[config.mk]
export PLATFORM = sky130hd
export DESIGN_NAME = ext_reg_requester_flat
export DESIGN_NICKNAME = d
export VERILOG_FILES = /design/src/rtl/ext_reg_requester_pkg.sv /design/src/rtl/ext_reg_requester_if.sv /design/src/rtl/ext_req_timer.sv /design/src/rtl/ext_reg_requester.sv /design/src/flat_wrapper.sv
export SDC_FILE = /design/constraint.sdc
export NUM_CORES = 1
export LEC_CHECK = 0
export ABC_AREA = 1
export CORE_ASPECT_RATIO = 0.6
export CORE_MARGIN = 8
export CORE_UTILIZATION = 43
export DETAILED_ROUTE_END_ITERATION = 12
export GPL_TIMING_DRIVEN = 0
export PLACE_DENSITY = 0.95
export SETUP_SLACK_MARGIN = 0.3
export SLEW_MARGIN = 0
export SYNTH_ARGS = -nofsm -noshare
export SYNTH_HDL_FRONTEND = slang
export SYNTH_SLANG_ARGS = --single-unit
[constraint.sdc]
create_clock -name clk -period 2.35 [get_ports clk]
set_input_delay 0.235 -clock clk [delete_from_list [all_inputs] [get_ports clk]]
set_output_delay 0.235 -clock clk [all_outputs]
set_load 0.01 [all_outputs]
[src/rtl/ext_reg_requester_pkg.sv]
// rtl/ext_reg_requester_pkg.sv - shared types and constants for the external-register requester
package ext_reg_pkg;

  localparam int EXT_REQ_DEFAULT_TIMEOUT = 64;
  // Widest configuration exercised alongside the block; the RTL itself is parameterized.
  localparam int EXT_REQ_WIDTH    = 32;
  localparam int EXT_REQ_SUBWORDS = 4;

  typedef enum logic [1:0] {
    EXT_REQ_IDLE = 2'd0,
    EXT_REQ_REQ  = 2'd1,
    EXT_REQ_WAIT = 2'd2,
    EXT_REQ_RESP = 2'd3
  } ext_req_state_e;

  typedef struct packed {
    logic                        is_wr;
    logic [EXT_REQ_SUBWORDS-1:0] strb;
    logic [EXT_REQ_WIDTH-1:0]    wr_data;
    logic [EXT_REQ_WIDTH-1:0]    wr_biten;
  } ext_req_cmd_t;

endpackage

[src/rtl/ext_reg_requester_if.sv]
// rtl/ext_reg_requester_if.sv - host command/response channel and external-register strobe bus
interface ext_reg_requester_if #(
  parameter int WIDTH    = 32,
  parameter int SUBWORDS = 1
);
  logic                cmd_valid;
  logic                cmd_ready;
  logic                cmd_is_wr;
  logic [SUBWORDS-1:0] cmd_strb;
  logic [WIDTH-1:0]    cmd_wr_data;
  logic [WIDTH-1:0]    cmd_wr_biten;
  logic                rsp_valid;
  logic                rsp_ready;
  logic [WIDTH-1:0]    rsp_rd_data;
  logic                rsp_err;
  logic [SUBWORDS-1:0] req;
  logic                req_is_wr;
  logic [WIDTH-1:0]    wr_data;
  logic [WIDTH-1:0]    wr_biten;
  logic                rd_ack;
  logic [WIDTH-1:0]    rd_data;
  logic                wr_ack;

  modport master (
    input  cmd_valid, cmd_is_wr, cmd_strb, cmd_wr_data, cmd_wr_biten, rsp_ready,
           rd_ack, rd_data, wr_ack,
    output cmd_ready, rsp_valid, rsp_rd_data, rsp_err, req, req_is_wr, wr_data, wr_biten
  );

  modport slave (
    output cmd_valid, cmd_is_wr, cmd_strb, cmd_wr_data, cmd_wr_biten, rsp_ready,
           rd_ack, rd_data, wr_ack,
    input  cmd_ready, rsp_valid, rsp_rd_data, rsp_err, req, req_is_wr, wr_data, wr_biten
  );
endinterface

[src/rtl/ext_req_timer.sv]
// rtl/ext_req_timer.sv - transaction timeout counter, used only when EXT_REG_REQ_TIMEOUT_EN is defined
module ext_req_timer
  import ext_reg_pkg::*;
#(
  parameter int TIMEOUT_CYCLES = EXT_REQ_DEFAULT_TIMEOUT
) (
  input  logic clk,
  input  logic rst_n,
  input  logic clear,
  input  logic count_en,
  output logic expired
);
  localparam int CW = $clog2(TIMEOUT_CYCLES + 1);

  logic [CW-1:0] cnt_q, cnt_d;

  always_comb begin
    cnt_d = cnt_q;
    if (clear) begin
      cnt_d = '0;
    end else if (count_en && (cnt_q != CW'(TIMEOUT_CYCLES))) begin
      cnt_d = cnt_q + CW'(1);
    end
  end

  always_ff @(posedge clk) begin
    if (!rst_n) begin
      cnt_q <= '0;
    end else begin
      cnt_q <= cnt_d;
    end
  end

  // The cycle in which the count would reach the limit is the expiring one.
  assign expired = count_en && (cnt_q == CW'(TIMEOUT_CYCLES - 1));

endmodule

[src/rtl/ext_reg_requester.sv]
// rtl/ext_reg_requester.sv - one-at-a-time external-register initiator; timeout under EXT_REG_REQ_TIMEOUT_EN
module ext_reg_requester
  import ext_reg_pkg::*;
#(
  parameter int WIDTH          = 32,
  parameter int SUBWORDS       = 1,
  parameter int TIMEOUT_CYCLES = EXT_REQ_DEFAULT_TIMEOUT
) (
  input logic              clk,
  input logic              rst_n,
  ext_reg_requester_if.master bus
);
  localparam logic [1:0] S_IDLE = 2'(EXT_REQ_IDLE);
  localparam logic [1:0] S_REQ  = 2'(EXT_REQ_REQ);
  localparam logic [1:0] S_WAIT = 2'(EXT_REQ_WAIT);
  localparam logic [1:0] S_RESP = 2'(EXT_REQ_RESP);

  if (TIMEOUT_CYCLES < 2) begin : g_bad_timeout
    $error("TIMEOUT_CYCLES must be at least 2");
  end

  logic [1:0]          state_q, state_d;
  logic                cmd_ready_q, cmd_ready_d;
  logic                rsp_valid_q, rsp_valid_d;
  logic                rsp_err_q, rsp_err_d;
  logic [WIDTH-1:0]    rsp_rd_data_q, rsp_rd_data_d;
  logic [SUBWORDS-1:0] req_q, req_d;
  logic                req_is_wr_q, req_is_wr_d;
  logic [WIDTH-1:0]    wr_data_q, wr_data_d;
  logic [WIDTH-1:0]    wr_biten_q, wr_biten_d;
  logic                in_flight;
  logic                ack_match;
  logic                expired;

  assign in_flight = (state_q == S_REQ) || (state_q == S_WAIT);
  assign ack_match = req_is_wr_q ? bus.wr_ack : bus.rd_ack;

`ifdef EXT_REG_REQ_TIMEOUT_EN
  ext_req_timer #(
    .TIMEOUT_CYCLES(TIMEOUT_CYCLES)
  ) u_timer (
    .clk     (clk),
    .rst_n   (rst_n),
    .clear   (state_q == S_IDLE),
    .count_en(in_flight),
    .expired (expired)
  );
`else
  assign expired = 1'b0;
`endif

  always_comb begin
    state_d       = state_q;
    rsp_err_d     = rsp_err_q;
    rsp_rd_data_d = rsp_rd_data_q;
    req_d         = '0;
    req_is_wr_d   = req_is_wr_q;
    wr_data_d     = wr_data_q;
    wr_biten_d    = wr_biten_q;
    case (state_q)
      S_IDLE: begin
        if (bus.cmd_valid && cmd_ready_q) begin
          if (bus.cmd_strb == '0) begin
            state_d       = S_RESP;
            rsp_err_d     = 1'b1;
            rsp_rd_data_d = '0;
          end else begin
            state_d     = S_REQ;
            req_d       = bus.cmd_strb;
            req_is_wr_d = bus.cmd_is_wr;
            wr_data_d   = bus.cmd_wr_data;
            wr_biten_d  = bus.cmd_wr_biten;
          end
        end
      end
      S_REQ, S_WAIT: begin
        // A matching ack outranks a timeout expiring on the same edge.
        if (ack_match) begin
          state_d       = S_RESP;
          rsp_err_d     = 1'b0;
          rsp_rd_data_d = req_is_wr_q ? '0 : bus.rd_data;
        end else if (expired) begin
          state_d       = S_RESP;
          rsp_err_d     = 1'b1;
          rsp_rd_data_d = '0;
        end else begin
          state_d = S_WAIT;
        end
      end
      default: begin
        if (bus.rsp_ready) begin
          state_d       = S_IDLE;
          rsp_err_d     = 1'b0;
          rsp_rd_data_d = '0;
        end
      end
    endcase
    cmd_ready_d = (state_d == S_IDLE);
    rsp_valid_d = (state_d == S_RESP);
  end

  always_ff @(posedge clk) begin
    if (!rst_n) begin
      state_q       <= S_IDLE;
      cmd_ready_q   <= 1'b0;
      rsp_valid_q   <= 1'b0;
      rsp_err_q     <= 1'b0;
      rsp_rd_data_q <= '0;
      req_q         <= '0;
      req_is_wr_q   <= 1'b0;
      wr_data_q     <= '0;
      wr_biten_q    <= '0;
    end else begin
      state_q       <= state_d;
      cmd_ready_q   <= cmd_ready_d;
      rsp_valid_q   <= rsp_valid_d;
      rsp_err_q     <= rsp_err_d;
      rsp_rd_data_q <= rsp_rd_data_d;
      req_q         <= req_d;
      req_is_wr_q   <= req_is_wr_d;
      wr_data_q     <= wr_data_d;
      wr_biten_q    <= wr_biten_d;
    end
  end

  assign bus.cmd_ready   = cmd_ready_q;
  assign bus.rsp_valid   = rsp_valid_q;
  assign bus.rsp_err     = rsp_err_q;
  assign bus.rsp_rd_data = rsp_rd_data_q;
  assign bus.req         = req_q;
  assign bus.req_is_wr   = req_is_wr_q;
  assign bus.wr_data     = wr_data_q;
  assign bus.wr_biten    = wr_biten_q;

endmodule

[src/flat_wrapper.sv]
// flat-port wrapper written by rule: the top's interface ports become plain ports
module ext_reg_requester_flat import ext_reg_pkg::*;
#(
  parameter int WIDTH          = 32,
  parameter int SUBWORDS       = 1,
  parameter int TIMEOUT_CYCLES = EXT_REQ_DEFAULT_TIMEOUT
)
  (clk, rst_n, bus_cmd_valid, bus_cmd_is_wr, bus_cmd_strb, bus_cmd_wr_data, bus_cmd_wr_biten, bus_rsp_ready, bus_rd_ack, bus_rd_data, bus_wr_ack, bus_cmd_ready, bus_rsp_valid, bus_rsp_rd_data, bus_rsp_err, bus_req, bus_req_is_wr, bus_wr_data, bus_wr_biten);
  ext_reg_requester_if #(.WIDTH(WIDTH), .SUBWORDS(SUBWORDS)) bus_i ();
  input logic clk;
  input logic rst_n;
  input wire logic [$bits(bus_i.cmd_valid)-1:0] bus_cmd_valid;
  input wire logic [$bits(bus_i.cmd_is_wr)-1:0] bus_cmd_is_wr;
  input wire logic [$bits(bus_i.cmd_strb)-1:0] bus_cmd_strb;
  input wire logic [$bits(bus_i.cmd_wr_data)-1:0] bus_cmd_wr_data;
  input wire logic [$bits(bus_i.cmd_wr_biten)-1:0] bus_cmd_wr_biten;
  input wire logic [$bits(bus_i.rsp_ready)-1:0] bus_rsp_ready;
  input wire logic [$bits(bus_i.rd_ack)-1:0] bus_rd_ack;
  input wire logic [$bits(bus_i.rd_data)-1:0] bus_rd_data;
  input wire logic [$bits(bus_i.wr_ack)-1:0] bus_wr_ack;
  output wire logic [$bits(bus_i.cmd_ready)-1:0] bus_cmd_ready;
  output wire logic [$bits(bus_i.rsp_valid)-1:0] bus_rsp_valid;
  output wire logic [$bits(bus_i.rsp_rd_data)-1:0] bus_rsp_rd_data;
  output wire logic [$bits(bus_i.rsp_err)-1:0] bus_rsp_err;
  output wire logic [$bits(bus_i.req)-1:0] bus_req;
  output wire logic [$bits(bus_i.req_is_wr)-1:0] bus_req_is_wr;
  output wire logic [$bits(bus_i.wr_data)-1:0] bus_wr_data;
  output wire logic [$bits(bus_i.wr_biten)-1:0] bus_wr_biten;
  assign bus_i.cmd_valid = bus_cmd_valid;
  assign bus_i.cmd_is_wr = bus_cmd_is_wr;
  assign bus_i.cmd_strb = bus_cmd_strb;
  assign bus_i.cmd_wr_data = bus_cmd_wr_data;
  assign bus_i.cmd_wr_biten = bus_cmd_wr_biten;
  assign bus_i.rsp_ready = bus_rsp_ready;
  assign bus_i.rd_ack = bus_rd_ack;
  assign bus_i.rd_data = bus_rd_data;
  assign bus_i.wr_ack = bus_wr_ack;
  assign bus_cmd_ready = bus_i.cmd_ready;
  assign bus_rsp_valid = bus_i.rsp_valid;
  assign bus_rsp_rd_data = bus_i.rsp_rd_data;
  assign bus_rsp_err = bus_i.rsp_err;
  assign bus_req = bus_i.req;
  assign bus_req_is_wr = bus_i.req_is_wr;
  assign bus_wr_data = bus_i.wr_data;
  assign bus_wr_biten = bus_i.wr_biten;
  ext_reg_requester #(.WIDTH(WIDTH), .SUBWORDS(SUBWORDS), .TIMEOUT_CYCLES(TIMEOUT_CYCLES)) u_core (.clk(clk), .rst_n(rst_n), .bus(bus_i));
endmodule
## Word-level counts from Yosys, hierarchy flattened

Cells that the tools add are included.

| word-level totals | value |
|---|---|
| output and inout bits | 101 |
| bits of input ports | 104 |
| register bits | 103 |
| word-level logic and storage cells | 41 |

| operators by class | value |
|---|---|
| reduce and logical (&&, ||, !) cells | 8 |
| multiplexer cells | 18 |
| equal/unequal tests | 6 |

Operators with widths:

| operator | count |
|---|---|
| 32-bit 2-to-1 mux | 5 |
| 32-bit one-hot mux with 2 select lines | 1 |
| 1-bit 2-to-1 mux | 7 |
| 2-bit 2-to-1 mux | 3 |
| 3-bit AND reduction | 2 |
| 2-bit equality test, second input constant | 2 |
| 2-bit zero test | 2 |
| 2-bit by 1-bit inequality test with 1-bit output, second input constant | 2 |
| 2-bit one-hot mux with 2 select lines | 1 |
| 4-bit AND reduction | 1 |
| 3-bit nonzero test | 1 |
| 2-bit by 1-bit equality test with 1-bit output, second input constant | 1 |
| 2-bit inequality test, second input constant | 1 |
| 1-bit one-hot mux with 2 select lines | 1 |
| 2-bit OR reduction | 1 |
| 1-bit logical AND | 1 |

## Logic depth before layout (Yosys ltp)

| logic depth | value |
|---|---|
| depth after elaboration | 4 |
| gate-level depth with buffers | 9 |
| depth with buffers taken out | 8 |

## Least setup slack after synthesis

OpenSTA, ideal clock, no wires.

| timing | value |
|---|---|
| kind | flip-flop to flip-flop |
| start point | register u_core.state_q[0] |
| end point | register u_core.rsp_err_q, in the netlist u_core.bus.rsp_err |
| stages on the path, launching flop included | 10 |
| path slack | 0.921 ns |
| arrival time | 1.316 ns |
| period minus slack after synthesis | 1.429 ns |
| path through | dfxtp_1 inv_1 ha_1 inv_2 o21ai_0 nand2_1 buf_4 nand3_1 nand2_1 nor2_1 |

| on the way | value |
|---|---|
| word-level cells in the longest chain between the ends | 4 |

RTL lines:

| what | RTL line | RTL |
|---|---|---|
| start: declaration | ext_reg_requester.sv:22 | `logic [1:0] state_q, state_d;` |
| start signal: assignment | ext_reg_requester.sv:114 | `state_q <= state_d;` |
| 2-bit equality test or 2-bit by 1-bit equality test with 1-bit output (tied branches) | n/a |  |
| 2-bit OR reduction | ext_reg_requester.sv:60 | `case (state_q)` |
| 2-bit by 1-bit inequality test with 1-bit output (no source line) or 3-bit nonzero test (tied branches) | n/a |  |
| 4-bit AND reduction (no source line) | n/a |  |
| end signal: assignment | ext_reg_requester.sv:117 | `rsp_err_q <= rsp_err_d;` |
| end: declaration | ext_reg_requester.sv:25 | `logic rsp_err_q, rsp_err_d;` |

Several ways; a longest one is shown, not always the timed one.
A chain may end at the register's enable or synchronous reset.

## Worst setup path after layout

| timing | value |
|---|---|
| start point | register u_core.state_q[1] |
| end point | register u_core.rsp_rd_data_q[26], in the netlist u_core.bus.rsp_rd_data[26] |

| on the way | value |
|---|---|
| word-level cells in the longest chain between the ends | 4 |

RTL lines:

| what | RTL line | RTL |
|---|---|---|
| 2-bit equality test or 2-bit by 1-bit equality test with 1-bit output (tied branches) | n/a |  |
| 2-bit OR reduction | ext_reg_requester.sv:60 |  |
| 2-bit by 1-bit inequality test with 1-bit output (no source line) or 3-bit nonzero test (tied branches) | n/a |  |
| 4-bit AND reduction (no source line) | n/a |  |
| end signal: assignment | ext_reg_requester.sv:118 | `rsp_rd_data_q <= rsp_rd_data_d;` |
| end: declaration | ext_reg_requester.sv:26 | `logic [WIDTH-1:0] rsp_rd_data_q, rsp_rd_data_d;` |

Several ways; a longest one is shown, not always the timed one.

==> results.cfg <==
[run_status]
status = complete, no violations

[global_routing]
grt_max_degree = 18
grt_pass1_wl_um = 22100
grt_pass1_vias = 4463
antenna_found_initial = 0
gr-total-overflow = 0
grt_usage_pct = 21.2

[yosys]
ys_types = 19
synth_area_leaders = dfxtp_1 (51%), nor2_1 (19%), o21ai_1 (8.1%)
synthesis.nets = 656
ys_seq_elements = 103
ys_warn_count = 0
synth_top_area_share_pct = 51.2
synth_area_um2 = 4030
yosys.area.top_type = dfxtp_1
yosysSeqAreaShare_pct = 51.2
syn_area_per_cell_um2 = 7.33
synth_cells = 549

[die]
num_rows = 27
die_h_um = 90.9
start_util_pct = 44.1
die_w_um = 141
fp.dieArea_um2 = 12800
num_io_pins = 205
core_area_um2 = 9120

[power_and_ir_drop]
p_switching_mw = 2.68
p_seq_share_pct = 33.3
p_clk_share_pct = 20.5
powerDensity_nw_per_um2 = 1120
p_comb_share_pct = 46.2
swShare_pct = 36.8
internal-power_mw = 4.60
power_mw = 7.29
ir_drop_mv = 0.769
p_leak_nw = 2.76

[placed_design]
place_congestion = 0.811
portBuffers = 203
dp_hpwl_um = 10900
dp.cells = 868

[worst_setup_path]
ff2ff_path_depth = 9
path_class = flip-flop to flip-flop
required_ns = 2.62
critPathArrivalTime_ns = 2.00
cp-startpoint = u_core.state_q[1]
start_kind = flip-flop
r2r-start = u_core.state_q[1]
critPathMaxFanout = 10
endpoint_kind = flip-flop

[drt]
wl_per_cell_um = 15.7
drc = 0
dr.first_iter.drc_count = 253
drtPass1Iterations = 5
vias_per_cell = 4.91
ant_nets = 0
vias = 4344
totalWireLength_um = 13900

[sta]
fin_crit_sh_pct = 73.6
worst_pin_slew_ns = 0.495
period_needed_ns = 1.73
slew_headroom_pct = 67.0
report.final.hold_viol_count = 0
setup_tns_ns = 0
fin_skew_ns = 0.00661
setup_violations = 0
fmax_ghz = 0.578
rsz0062_at_grt = false
slew_violations = 0

[clocking]
post-cts-setup-buffers = 0
clockBufferDepth = 2
clkTransAtPathRegs_ns = 0.07
cts.sinks = 103
cts_tree = built
htreeDepth = 3
clock_latency_ns = 0.34
clock-root-buffer = clkbuf_16
postCtsResizedCells = 0
cts.hold.buffers_added = 0
numCtsBuffers = 9

[worst_hold_path]
whs_path_depth = 3
worst_hold_path_type = primary input to flip-flop
hp-start = rst_n

[final_layout]
finalNetCount = 870
antenna_cells = 0
finalNonFillerCells = 884
drive_gt1_share_pct = 5.99
area_growth_pct = 61.5

[job]
drv_cap = 0
-- cell families after synthesis --
kind of cell / count (synthesis) / synth area share, %
buffers and inverters: 50 / 7.27
DFF: 103 / 51.2
AOI/OAI and AO/OA: 72 / 9.11
and+or+nand+nor: 321 / 31.5
adders and majority gates: 3 / 0.933
-- final cells by class --
cell class | count | area, µm²
plain buffers | 37 | 244
clock buffers | 10 | 229
clock inverters | 6 | 67.6
fillers | 688 | 2620
inverters | 13 | 48.8
multi-input cells | 396 | 1670
flip-flops and latches | 103 | 2060
well taps | 116 | 145
repair buffers | 203 | 2030
-- cell usage after synthesis --
| library cell | instances |
|---|---|
| dfxtp_1 | 103 |
| o21ai_1 | 65 |
| inv_1 | 10 |
| buf_2 | 9 |
| a21oi_1 | 2 |
| buf_6 | 10 |
| nand2_1 | 80 |
| a21boi_0 | 1 |
| clkbuf_1 | 10 |
| nor2_2 | 2 |
| buf_1 | 3 |
| o21ai_0 | 3 |
| o21ai_2 | 1 |
| nand3_1 | 39 |
| buf_4 | 5 |
| nor2_1 | 199 |
| inv_2 | 3 |
| nor2_4 | 1 |
| ha_1 | 3 |
-- cell usage in the layout (no fill, tap or decap), types with 2 or more instances in the layout --
cell type          n
inv_6              2
ha_1               3
clkbuf_16          9
buf_1              3
a21oi_1            2
buf_2              9
nand3_1           39
inv_1             10
inv_2              3
nor2_2             2
dfxtp_1          103
o21ai_1           65
clkdlybuf4s50_1  203
clkinvlp_4         2
nor2_1           199
clkbuf_1          11
buf_4              5
nand2_1           80
o21ai_0            3
buf_6             10
-- state kept, by name, indices dropped and copies added (netlist names) --
signal / cells
u_core.bus.cmd_ready: 1
u_core.bus.wr_biten: 32
u_core.bus.req: 1
u_core.bus.req_is_wr: 1
u_core.state_q: 2
u_core.bus.rsp_err: 1
u_core.bus.wr_data: 32
u_core.bus.rsp_valid: 1
u_core.bus.rsp_rd_data: 32
-- final timing paths --
check	endpoint	slack [ns]
min	u_core.state_q[0]	0.30
min reg2reg	u_core.bus.rsp_rd_data[6]	0.49
max reg2reg	u_core.bus.rsp_rd_data[26]	0.62
max	u_core.bus.rsp_rd_data[26]	0.62
-- power groups by stage --
stage / Sequential [mW] / Clock [mW] / Combinational (mW)
2_1_floorplan: 2.64 / 0 / 1.67
3_3_place_gp: 2.43 / 0 / 3.22
3_5_place_dp: 2.46 / 0 / 3.35
4_1_cts: 2.42 / 1.53 / 3.38
5_1_grt: 2.48 / 1.60 / 3.71
6_report: 2.42 / 1.50 / 3.37
-- metrics by stage --
stage / hold WS [ns] / setup slack (ns) / utilization, % / instance area [µm²]
4_1_cts: 0.295 / 0.634 / 71.2 / 6500
2_1_floorplan: 0.370 / 0.921 / - / 4030
5_1_grt: 0.317 / 0.453 / 71.2 / 6500
3_3_place_gp: 0.462 / 0.582 / 68.0 / 6200
6_report: 0.304 / 0.620 / 71.2 / 6500
3_5_place_dp: 0.475 / 0.506 / 68.0 / 6200
-- metal layers --
| layer | track usage (%) | vias to the layer above | part of all wire [%] |
|---|---|---|---|
| met3 | 10.1 | 21 | 12 |
| met4 | 6.58 | 0 | 1.9 |
| li1 | - | 2164 | - |
| met5 | 0 | - | 0 |
| met2 | 35.9 | 195 | 47 |
| met1 | 23.2 | 1964 | 39 |
-- critical path, cell delays in order, from the launching register on --
cell     delay (ns)
dfxtp_1        0.35
inv_1          0.08
ha_1           0.35
inv_2          0.06
nor2_2         0.20
buf_2          0.27
nand2_1        0.08
nand3_1        0.09
nand2_1        0.05
nor2_1         0.13
Note: power is estimated with default switching activity, not from simulation.
